<file path="src/rtl/sram_bist.sv">
// Built-in self-test initiator for one SRAM arbiter user channel: writes an
// address-XOR-seed pattern over [0, words-1], reads it back and counts mismatches.
module sram_bist #(
    parameter int aw      = 19,
    parameter int dw      = 8,
    parameter int words   = 1024,
    parameter int timeout = 255
) (
    input  logic          clk,
    input  logic          rst,
    input  logic          start,
    input  logic          abort,
    input  logic [dw-1:0] seed,
    output logic [aw-1:0] addr,
    output logic [dw-1:0] data_wr,
    output logic          en,
    output logic          we,
    input  logic          busy,
    input  logic [dw-1:0] data_rd,
    input  logic          valid,
    output logic          running,
    output logic          done,
    output logic          pass,
    output logic          timed_out,
    output logic [15:0]   err_count,
    output logic [aw-1:0] first_err_addr
);

    typedef enum logic [2:0] {
        S_IDLE,
        S_WRITE,
        S_READ_REQ,
        S_READ_WAIT,
        S_DONE
    } state_t;

    localparam logic [aw-1:0] last_addr = aw'(words - 1);
    localparam logic [aw-1:0] addr_one  = aw'(1);
    localparam logic [15:0]   tmo_limit = 16'(timeout);
    localparam int            pw        = (aw < dw) ? aw : dw;

    // Expected data: low address bits (zero-extended when aw < dw) XOR seed.
    function automatic logic [dw-1:0] pattern(input logic [aw-1:0] a, input logic [dw-1:0] s);
        logic [dw-1:0] p;
        p         = '0;
        p[pw-1:0] = a[pw-1:0];
        return p ^ s;
    endfunction

    state_t        state_q, state_d;
    logic [aw-1:0] addr_q, addr_d;
    logic [dw-1:0] data_wr_q, data_wr_d;
    logic          en_q, en_d;
    logic          we_q, we_d;
    logic [dw-1:0] seed_q, seed_d;
    logic [15:0]   err_q, err_d;
    logic [aw-1:0] first_err_q, first_err_d;
    logic          timed_out_q, timed_out_d;
    logic [15:0]   tmo_q, tmo_d;
    logic          running_q, running_d;
    logic          done_q, done_d;
    logic          pass_q, pass_d;

    always_comb begin
        // NOTE: every _d gets its hold value first, so no path through this block infers a latch.
        state_d     = state_q;
        addr_d      = addr_q;
        data_wr_d   = data_wr_q;
        en_d        = en_q;
        we_d        = we_q;
        seed_d      = seed_q;
        err_d       = err_q;
        first_err_d = first_err_q;
        timed_out_d = timed_out_q;
        tmo_d       = tmo_q;

        unique case (state_q)
            S_IDLE, S_DONE: begin
                if (start) begin
                    state_d     = S_WRITE;
                    addr_d      = '0;
                    seed_d      = seed;
                    data_wr_d   = pattern('0, seed);
                    en_d        = 1'b1;
                    we_d        = 1'b1;
                    err_d       = '0;
                    first_err_d = '0;
                    timed_out_d = 1'b0;
                end
            end
            S_WRITE: begin
                if (!busy) begin
                    if (addr_q == last_addr) begin
                        state_d = S_READ_REQ;
                        addr_d  = '0;
                        we_d    = 1'b0;
                    end else begin
                        addr_d    = addr_q + addr_one;
                        data_wr_d = pattern(addr_q + addr_one, seed_q);
                    end
                end
            end
            S_READ_REQ: begin
                if (!busy) begin
                    state_d = S_READ_WAIT;
                    en_d    = 1'b0;
                    tmo_d   = '0;
                end
            end
            S_READ_WAIT: begin
                if (valid) begin
                    if (data_rd != pattern(addr_q, seed_q)) begin
                        if (err_q != 16'hFFFF) err_d = err_q + 16'd1;
                        if (err_q == 16'd0) first_err_d = addr_q;
                    end
                    if (addr_q == last_addr) begin
                        state_d = S_DONE;
                    end else begin
                        state_d = S_READ_REQ;
                        addr_d  = addr_q + addr_one;
                        en_d    = 1'b1;
                    end
                end else if (tmo_q + 16'd1 == tmo_limit) begin
                    timed_out_d = 1'b1;
                    state_d     = S_DONE;
                end else begin
                    tmo_d = tmo_q + 16'd1;
                end
            end
            default: state_d = S_IDLE;
        endcase

        // Abort wins over everything but keeps the results of the interrupted run.
        if (abort) begin
            state_d     = S_IDLE;
            en_d        = 1'b0;
            we_d        = 1'b0;
            err_d       = err_q;
            first_err_d = first_err_q;
            timed_out_d = timed_out_q;
        end

        running_d = (state_d != S_IDLE) && (state_d != S_DONE);
        done_d    = (state_d == S_DONE);
        pass_d    = done_d && (err_d == 16'd0) && !timed_out_d;
    end

    always_ff @(posedge clk or posedge rst) begin
        if (rst) begin
            state_q     <= S_IDLE;
            addr_q      <= '0;
            data_wr_q   <= '0;
            en_q        <= 1'b0;
            we_q        <= 1'b0;
            seed_q      <= '0;
            err_q       <= '0;
            first_err_q <= '0;
            timed_out_q <= 1'b0;
            tmo_q       <= '0;
            running_q   <= 1'b0;
            done_q      <= 1'b0;
            pass_q      <= 1'b0;
        end else begin
            // NOTE: non-blocking updates so every register sees pre-edge values of the others.
            state_q     <= state_d;
            addr_q      <= addr_d;
            data_wr_q   <= data_wr_d;
            en_q        <= en_d;
            we_q        <= we_d;
            seed_q      <= seed_d;
            err_q       <= err_d;
            first_err_q <= first_err_d;
            timed_out_q <= timed_out_d;
            tmo_q       <= tmo_d;
            running_q   <= running_d;
            done_q      <= done_d;
            pass_q      <= pass_d;
        end
    end

    assign addr           = addr_q;
    assign data_wr        = data_wr_q;
    assign en             = en_q;
    assign we             = we_q;
    assign running        = running_q;
    assign done           = done_q;
    assign pass           = pass_q;
    assign timed_out      = timed_out_q;
    assign err_count      = err_q;
    assign first_err_addr = first_err_q;

endmodule

</file>
<file path="config.mk">
export PLATFORM = sky130hd
export DESIGN_NAME = sram_bist
export DESIGN_NICKNAME = d
export VERILOG_FILES = /design/src/rtl/sram_bist.sv
export SDC_FILE = /design/constraint.sdc
export NUM_CORES = 1
export LEC_CHECK = 0
export ABC_AREA = 1
export BUFFER_PORTS_ARGS = -buffer_cell sky130_fd_sc_hd__clkbuf_2
export CAP_MARGIN = 15
export CORE_AREA = 2 2 161 131
export CTS_CLUSTER_DIAMETER = 100
export CTS_CLUSTER_SIZE = 12
export DETAILED_ROUTE_END_ITERATION = 16
export DIE_AREA = 0 0 163 133
export SLEW_MARGIN = 40
export SYNTH_ARGS = -nofsm -noshare
export SYNTH_HDL_FRONTEND = slang
export SYNTH_SLANG_ARGS = --single-unit
</file>
<file path="constraint.sdc">
create_clock -name clk -period 3.4 [get_ports clk]
set_input_delay 0.17 -clock clk [delete_from_list [all_inputs] [get_ports clk]]
set_output_delay 0.17 -clock clk [all_outputs]
set_load 0.02 [all_outputs]
</file>
Word-level counts from Yosys, hierarchy flattened. Index checks and enable logic that the tools add are counted.

Register bits after elaboration: 95. Input bits: 22. Output and inout port bits: 68. Word-level logic and storage cells: 115.

Add/subtract/negate cells: 3. Eq/ne operators: 26. Multiplexer cells: 48. Bitwise logic cells: 3. Reductions and logical operators: 22.

Operator list (count): $mux W19 (8); $mux W16 (8); $pmux W16 S2 (2); $pmux W19 S3 (1); $pmux W19 S2 (1); $add A16 B1 Y16 const B (2); $logic_not A16 Y1 (2); $mux W3 (8); $mux W8 (3); $ne A3 B3 Y1 const B (7); $ne A2 B2 Y1 const B (10); $add A19 B1 Y19 const B (1); $eq A19 B10 Y1 const B (1); $eq A16 B8 Y1 const B (1); $ne A16 B16 Y1 const B (1); $pmux W8 S2 (1); $xor A8 B8 Y8 (2); $mux W1 (12); $pmux W3 S4 (1); $reduce_and A4 Y1 (3); $reduce_and A5 Y1 (2); $reduce_bool A3 Y1 (3); $ne A8 B8 Y1 (1); $eq A3 B2 Y1 const B (2); other kinds (13) (19).

Logic depth before layout (Yosys ltp). Gate-level depths: netlist (run 1).

Depth after elaboration: 9. Depth in mapped cells: 18. Depth with buffers taken out: 17.

Worst setup path after synthesis (run 1). No wires, ideal clock.

Path type: register to register. From: register addr_q[1], in the netlist addr[1]. To: register addr_q[8], in the netlist addr[8]. Data arrival time: 2.016 ns. Slack: 1.261 ns. Stages on the path, launching flop included: 14. Path buffers: 0. Clock period less this slack: 2.139 ns. Cells stage by stage: dfrtp_1 ha_1 nand2_1 nor3_4 nand3_2 inv_2 nand4_2 o21ai_1 a21oi_2 inv_2 nor2_2 inv_2 xor2_1 nor2_1.

Cells in the longest elaborated chain, start to end: 4. Elaborated cells between the ends (all ways): 9.

Ends and longest elaborated chain: start, declared (RTL line 51) `logic [aw-1:0] addr_q, addr_d;`; start signal, assigned (RTL line 166) `addr_q <= addr_d;`; $add A19 B1 Y19 / $eq A19 B10 Y1 (equally long branches); $mux W19, on equally long branches (RTL line 116, 93); $mux W19, on equally long branches (RTL line 111, 92); $pmux W19 S3 (RTL line 77) `unique case (state_q)`.

Several ways; a longest one is shown, not always the timed one. The select of a mux whose other input is x is not followed. A chain may end at the register's enable or synchronous reset.

Worst setup path in the final report (run 1).
From: register addr_q[0], in the netlist addr[0]. To: register addr_q[8], in the netlist addr[8].

Same word-level chain as after synthesis.

==> results of run 1 <==
-- power by group through the flow --
stage	logic, W	registers [W]	clock network [W]
global route	0.000647	0.00131	0.00116
floorplan	0.000352	0.00134	0
global placement	0.000553	0.00132	0
finish	0.000564	0.00129	0.00108
detailed placement	0.000557	0.00132	0
CTS	0.000562	0.00130	0.00111
-- stage by stage --
step                      util (%)  instance area [µm²]  total power [W]  hold slack, ps
after global placement        32.9                 6670          0.00187             347
after floorplan                  -                 5950          0.00169             233
after global routing          34.6                 7020          0.00311            56.6
after CTS                     34.4                 6990          0.00296            26.0
after detailed placement      32.9                 6670          0.00187             348
final                         34.6                 7020          0.00294            35.5
-- sequential cells by signal (all words and copies together) (netlist names), 3 cells and up --
signal and count:
addr 19, data_wr 8, err_count 16, first_err_addr 19
seed_q 8, state_q 3, tmo_q 16
-- area by class of cell --
type	count	area, µm²	area share (%)
multi-input combinational	602	2970	42.3
sequential	95	2380	33.9
timing repair buffer	100	551	7.85
inverter	127	479	6.83
tap	269	337	4.80
clock buffer	9	225	3.21
clock inverter	7	81.3	1.16
-- timing repair --
item	in CTS	in global routing
setup buffers	0	0
hold buffers	1	0
endpoints found under the setup margin	0	0
hold endpoints to repair	54	0
-- cell usage in the layout, fill, tap and decap left out, types with 2 or more instances in the layout --
| master | synthesis | routed |
|---|---|---|
| a21oi_1 | 21 | 21 |
| a21oi_2 | 3 | 3 |
| a31oi_1 | 8 | 8 |
| a41oi_1 | 3 | 3 |
| buf_4 | 2 | 9 |
| clkbuf_16 | 0 | 9 |
| clkbuf_2 | 0 | 89 |
| clkinvlp_4 | 0 | 2 |
| dfrtp_1 | 95 | 95 |
| ha_1 | 5 | 5 |
| inv_1 | 111 | 110 |
| inv_2 | 16 | 16 |
| inv_8 | 0 | 2 |
| nand2_1 | 224 | 224 |
| nand2_2 | 5 | 5 |
| nand3_1 | 81 | 81 |
| nand3_2 | 2 | 2 |
| nand3b_1 | 9 | 9 |
| nand4_1 | 40 | 40 |
| nor2_1 | 80 | 80 |
| nor2_2 | 6 | 6 |
| nor2_4 | 2 | 2 |
| nor3_1 | 9 | 9 |
| nor3_4 | 1 | 2 |
| nor4_1 | 4 | 4 |
| o21ai_0 | 44 | 44 |
| o21ai_1 | 16 | 16 |
| o22ai_1 | 7 | 7 |
| xor2_1 | 18 | 18 |
-- per-layer routing --
layer  GRT usage [%]  routed length [µm]  vias up
met5               0                   0        -
met4            4.42                 214        0
met3            3.92                1210       18
met2            24.9                7500      194
met1            24.3                8560     2767
li1                -                   -     2948
-- worst max-delay path: stages (launching register included) --
cell and delay (ps):
dfrtp_1 480, ha_1 300, nand2_1 150, nor3_4 70, nand3_2 100, inv_2 70
nand4_2 100, o21ai_1 100, a21oi_2 530, inv_2 180, nor2_2 210, inv_2 50
xor2_1 130, nor2_1 90
-- cells by family (layout without fill, tap and decap cells) --
| kind of cell | after synthesis | in the layout | share of synthesized area [%] |
|---|---|---|---|
| xor+xnor | 18 | 18 | 2.65 |
| simple gates | 469 | 469 | 35.6 |
| buf+inv | 154 | 243 | 10.3 |
| flops | 95 | 95 | 39.9 |
| fa+ha+maj | 5 | 5 | 1.05 |
| compound gates | 110 | 110 | 10.4 |
-- how the worst max path moves through the flow --
| stage | start | endpoint | cells after the start |
|---|---|---|---|
| global route | addr[0] | addr[8] | 13 |
| finish | addr[0] | addr[8] | 13 |
| floorplan | rst | addr[0] | 1 |
| CTS | addr[0] | addr[14] | 12 |
| detailed placement | addr[0] | addr[8] | 13 |
| global placement | addr[0] | addr[8] | 13 |
-- synth_stat cells (2+ instances only) --
cell / number
nor2_1: 80
nand2_1: 224
inv_1: 111
nor2_2: 6
ha_1: 5
nand3b_1: 9
nand3_2: 2
buf_2: 12
a41oi_1: 3
o22ai_1: 7
nor4_1: 4
inv_2: 16
o21ai_0: 44
buf_4: 2
dfrtp_1: 95
buf_6: 2
nor3_1: 9
o21ai_1: 16
nand3_1: 81
nand2_2: 5
clkbuf_1: 6
nor2_4: 2
buf_1: 5
a31oi_1: 8
a21oi_1: 21
xor2_1: 18
a21oi_2: 3
nand4_1: 40
==> results.py, run 1 <==
metrics = {
    "job": {
        "maxCapViolations": 0,
    },
    "placed_design": {
        "dp_slack_ps": 807,
        "dpl.cell_count": 1191,
        "dp_hpwl_mm": 12.9,
        "gp_congestion": 0.873,
        "io_buffers": 89,
    },
    "timing": {
        "fin_worst_skew_ps": 10.6,
        "tns_ps": 0,
        "report.final.hold_viol_count": 0,
        "timing.fmax_ghz": 0.379,
        "setup_violations": 0,
        "finalCritPeriodShare_pct": 77.6,
        "max-slew-margin-rel_pct": 49.0,
        "fin_crit_ps": 2640,
        "final-max-slew-violation-count": 0,
        "fin_ws_ps": 763,
        "tightestPinTransition_ps": 765,
        "rsz0062_at_grt": "false",
    },
    "pwr": {
        "p_seq_share_pct": 44.1,
        "pwr-share-clk_pct": 36.7,
        "switching_share_pct": 32.9,
        "vdd_drop_max_uv": 239,
        "pwr_density_cell_nw_per_um2": 419,
        "p_sw_w": 0.000965,
        "pwr-share-comb_pct": 19.2,
        "leakagePower_nw": 3.48,
        "p_int_w": 0.00197,
    },
    "global_route": {
        "grt_antenna_before_repair": 0,
        "grt_use_total_pct": 16.7,
        "grt_pass1_wl_mm": 28.7,
        "grt_pass1_vias": 5513,
        "grt_max_degree": 57,
        "grt_overflow": 0,
    },
    "status": {
        "status": "finished clean",
    },
    "synthesis": {
        "ys_seq_area_share_pct": 39.9,
        "yosys_warnings": 0,
        "syn_area_per_cell_um2": 6.99,
        "ys_types": 43,
        "synth_area_um2": 5950,
        "yosys.area.top_type_share_pct": 39.9,
        "synth-seq-cells": 95,
        "postSynthCellCount": 851,
        "synthTopCellsByArea": "dfrtp_1 40%, nand2_1 14%, inv_1 7.0%",
        "yosys_most_used_dff": "dfrtp_1",
        "synthArstFlopShare_pct": 100,
        "synth_top_area_cell": "dfrtp_1",
        "syn-num-nets": 878,
        "synth_edf_count": 0,
    },
    "clock_tree": {
        "clockRootBuffer": "clkbuf_16",
        "clkSinkCount": 95,
        "numCtsBuffers": 9,
        "clock_latency_ps": 360,
        "cts_resized": 0,
        "cts_tree": "done",
        "path_clk_slew_ps": 80,
        "ctsHtreeMaxLevel": 3,
        "cts_buffer_depth": 2,
    },
    "layout": {
        "stdcell_count": 1209,
        "syn2layout_area_growth_pct": 17.9,
        "n_fill_cell": 2183,
        "nNetsFinal": 962,
        "final_layout_size_suffix_gt1_share_pct": 16.7,
        "antennaDiodeCount": 0,
    },
    "route": {
        "drt_first_pass_iters": 5,
        "drtAntennaViolNets": 0,
        "drcViolationCount": 0,
        "via_per_inst": 4.90,
        "drtIter0Drc": 508,
        "wl_per_cell_um": 14.5,
        "wl_mm": 17.5,
        "vias": 5927,
    },
    "floorplanning": {
        "core_area_um2": 20300,
        "die_w_um": 163,
        "pin_count": 90,
        "start_util_pct": 29.3,
        "die_area_um2": 21700,
        "fp-row-count": 47,
        "die_y_um": 133,
    },
    "setup_path": {
        "timing_worst_setup_path_type": "reg -> reg",
        "rrSetupSlack_ps": 760,
        "path_max_fanout": 14,
        "critical_path_arrival_ps": 2940,
        "rr_worst_depth": 13,
        "r2r_end": "addr[8]",
        "required_ps": 3700,
        "critPathLaunchType": "register",
        "r2r-start": "addr[0]",
        "cp-end-kind": "register",
    },
    "worst_hold_path": {
        "hp-class": "in -> reg",
        "min_from": "seed[7]",
        "min_to": "seed_q[7]",
        "hold_path_depth": 3,
    },
}
Power figures use the tool's default switching activity.
==> run 2, diff against run 1 <==
Clock period 3.4 ns to 2.6 ns, I/O delays scaled along.
==> run 2 against run 1 <==
Against the previous run: first-iteration DRC count is 7.5% lower; non-clock buffer count is 21 higher; setup slack worse by 560 ps; wire length is 0.31% lower; combinational power is 39% higher; clock skew is 2.3 ps higher; total power is 33% higher.
==> results.py, run 2 (synthesis results as in run 1) <==
metrics = {
    "timing": {
        "final-max-slew-violation-count": 0,
        "fin_crit_ps": 2400,
        "setup_violations": 0,
        "report.final.hold_viol_count": 0,
        "timing.fmax_ghz": 0.417,
        "max-slew-margin-rel_pct": 52.9,
        "tns_ps": 0,
        "fin_worst_skew_ps": 13.0,
        "tightestPinTransition_ps": 707,
        "fin_ws_ps": 200,
        "finalCritPeriodShare_pct": 92.3,
        "rsz0062_at_grt": "false",
    },
    "floorplanning": {
        "die_y_um": 133,
        "start_util_pct": 29.3,
        "fp-row-count": 47,
        "die_area_um2": 21700,
        "pin_count": 90,
        "core_area_um2": 20300,
        "die_w_um": 163,
    },
    "worst_hold_path": {
        "hp-class": "in -> reg",
    },
    "job": {
        "maxCapViolations": 0,
    },
    "layout": {
        "final_layout_size_suffix_gt1_share_pct": 18.5,
        "layout_common_cells": "223 x nand2_1, 110 x inv_1, 93 x dfrtp_1",
        "stdcell_count": 1230,
        "final_common_cell": "nand2_1",
        "antennaDiodeCount": 0,
        "nNetsFinal": 983,
        "syn2layout_area_growth_pct": 21.5,
        "fin_util_pct": 35.6,
        "n_fill_cell": 2173,
    },
    "route": {
        "drt_first_pass_iters": 5,
        "drtIter0Drc": 470,
        "drtAntennaViolNets": 0,
        "via_per_inst": 4.82,
        "wl_per_cell_um": 14.2,
        "drcViolationCount": 0,
        "wl_mm": 17.4,
        "vias": 5930,
    },
    "status": {
        "status": "finished clean",
    },
    "setup_path": {
        "crit_chain": "ha_2 -> nand2_1 -> nor3_4 -> nand3_2 -> inv_2 -> nand4_2 -> o21ai_2 -> a21oi_2 -> inv_2 -> nor2_2 -> inv_2 -> xor2_1 -> nor2_1",
        "cp-end-kind": "register",
        "path_max_fanout": 7,
        "critPathLaunchType": "register",
        "required_ps": 2840,
        "crit_family": "simple AND/OR/NAND/NOR gates",
        "timing_worst_setup_path_type": "reg -> reg",
        "worst-path-buf-inv": 3,
        "cpMostUsedCell": "inv_2",
        "critical_path_arrival_ps": 2640,
        "slowest_delay_ps": 420,
        "slowest_stage": "dfrtp_2",
    },
    "clock_tree": {
        "clock_latency_ps": 360,
        "post_cts.repair.setup_buffers": 0,
        "clkSinkCount": 95,
        "numCtsBuffers": 9,
        "path_clk_slew_ps": 70,
        "cts_buffer_depth": 2,
        "ctsHtreeMaxLevel": 3,
        "clockRootBuffer": "clkbuf_16",
        "cts_tree": "done",
    },
    "placed_design": {
        "dp_hpwl_mm": 13.0,
        "gp_congestion": 0.859,
        "dpl.cell_count": 1207,
        "dp_slack_ps": 147,
        "io_buffers": 89,
    },
    "global_route": {
        "grt_pass1_wl_mm": 28.6,
        "grt_antenna_before_repair": 0,
        "grt_pass1_vias": 5443,
        "grt_max_degree": 41,
        "grt_use_total_pct": 16.7,
        "grt_overflow": 0,
    },
    "pwr": {
        "p_total_w": 0.00389,
        "pwr_density_cell_nw_per_um2": 539,
        "leakagePower_nw": 3.60,
        "vdd_drop_max_uv": 329,
    },
}
## run 2: cell count changes in the layout (fill, tap and decap cells not counted), moves of 2 or more
cell / delta
buf_12: +2
buf_4: +13
clkbuf_8: +2
dfrtp_1: -2
dfrtp_2: +2
dlygate4sd3_1: +6
inv_8: -2
## run 2: area by class of cell
class	count	area [µm²]	share of cell area (%)
Inverter	127	480	6.65
Sequential cell	95	2380	32.9
Clock buffer	12	256	3.55
Tap cell	269	337	4.66
Timing Repair Buffer	121	732	10.1
Multi-Input combinational cell	602	2990	41.4
Clock inverter	4	52.6	0.727
## run 2: repair_timing
| action | CTS | global route |
|---|---|---|
| endpoints found under the setup margin | 0 | 28 |
| hold endpoints to repair | 24 | 0 |
| gates resized for setup | 0 | 10 |
| hold buffers | 7 | 0 |
## run 2: metal layers
layer / routed length [µm] / GRT usage, % / vias up
met1: 8690 / 24.9 / 2752
met2: 7300 / 23.6 / 177
met4: 294 / 5.80 / 0
met3: 1140 / 3.67 / 18
li1: - / - / 2983
met5: 0 / 0 / -
## run 2: worst register-to-register path, stage by stage (launching register included)
cell	delay [ps]
dfrtp_2	420
ha_2	230
nand2_1	120
nor3_4	230
nand3_2	170
inv_2	130
nand4_2	170
o21ai_2	220
a21oi_2	110
inv_2	160
nor2_2	80
inv_2	50
xor2_1	140
nor2_1	60
## run 2: path summary, 6_finish.rpt
check | slack, ps | startpoint | depth (start not counted) | end
worst max-delay path | 200 | addr[1] | 13 | addr[8]
worst min-delay path | 10 | seed[7] | 3 | seed_q[7]
worst max register to register | 200 | addr[1] | 13 | addr[8]
worst min register to register | 530 | first_err_addr[18] | 2 | first_err_addr[18]
max in group asynchronous | 1590 | rst | 4 | err_count[4]
min in group asynchronous | 350 | rst | 3 | tmo_q[7]
## run 2: power breakdown
group / leakage, nW / switching, W / internal, W
combinational: 2.22 / 0.000523 / 0.000262
clock: 0.153 / 0.000622 / 0.000804
sequential: 1.23 / 0.0000955 / 0.00159
## run 2: metrics by stage
| stage | hold slack, ps | cell area, µm² |
|---|---|---|
| 3_3_place_gp | 195 | 6820 |
| 5_1_grt | 23.1 | 7230 |
| 4_1_cts | 3.50 | 7200 |
| 3_5_place_dp | 192 | 6820 |
| 6_report | 14.3 | 7230 |
| 2_1_floorplan | 193 | 5960 |
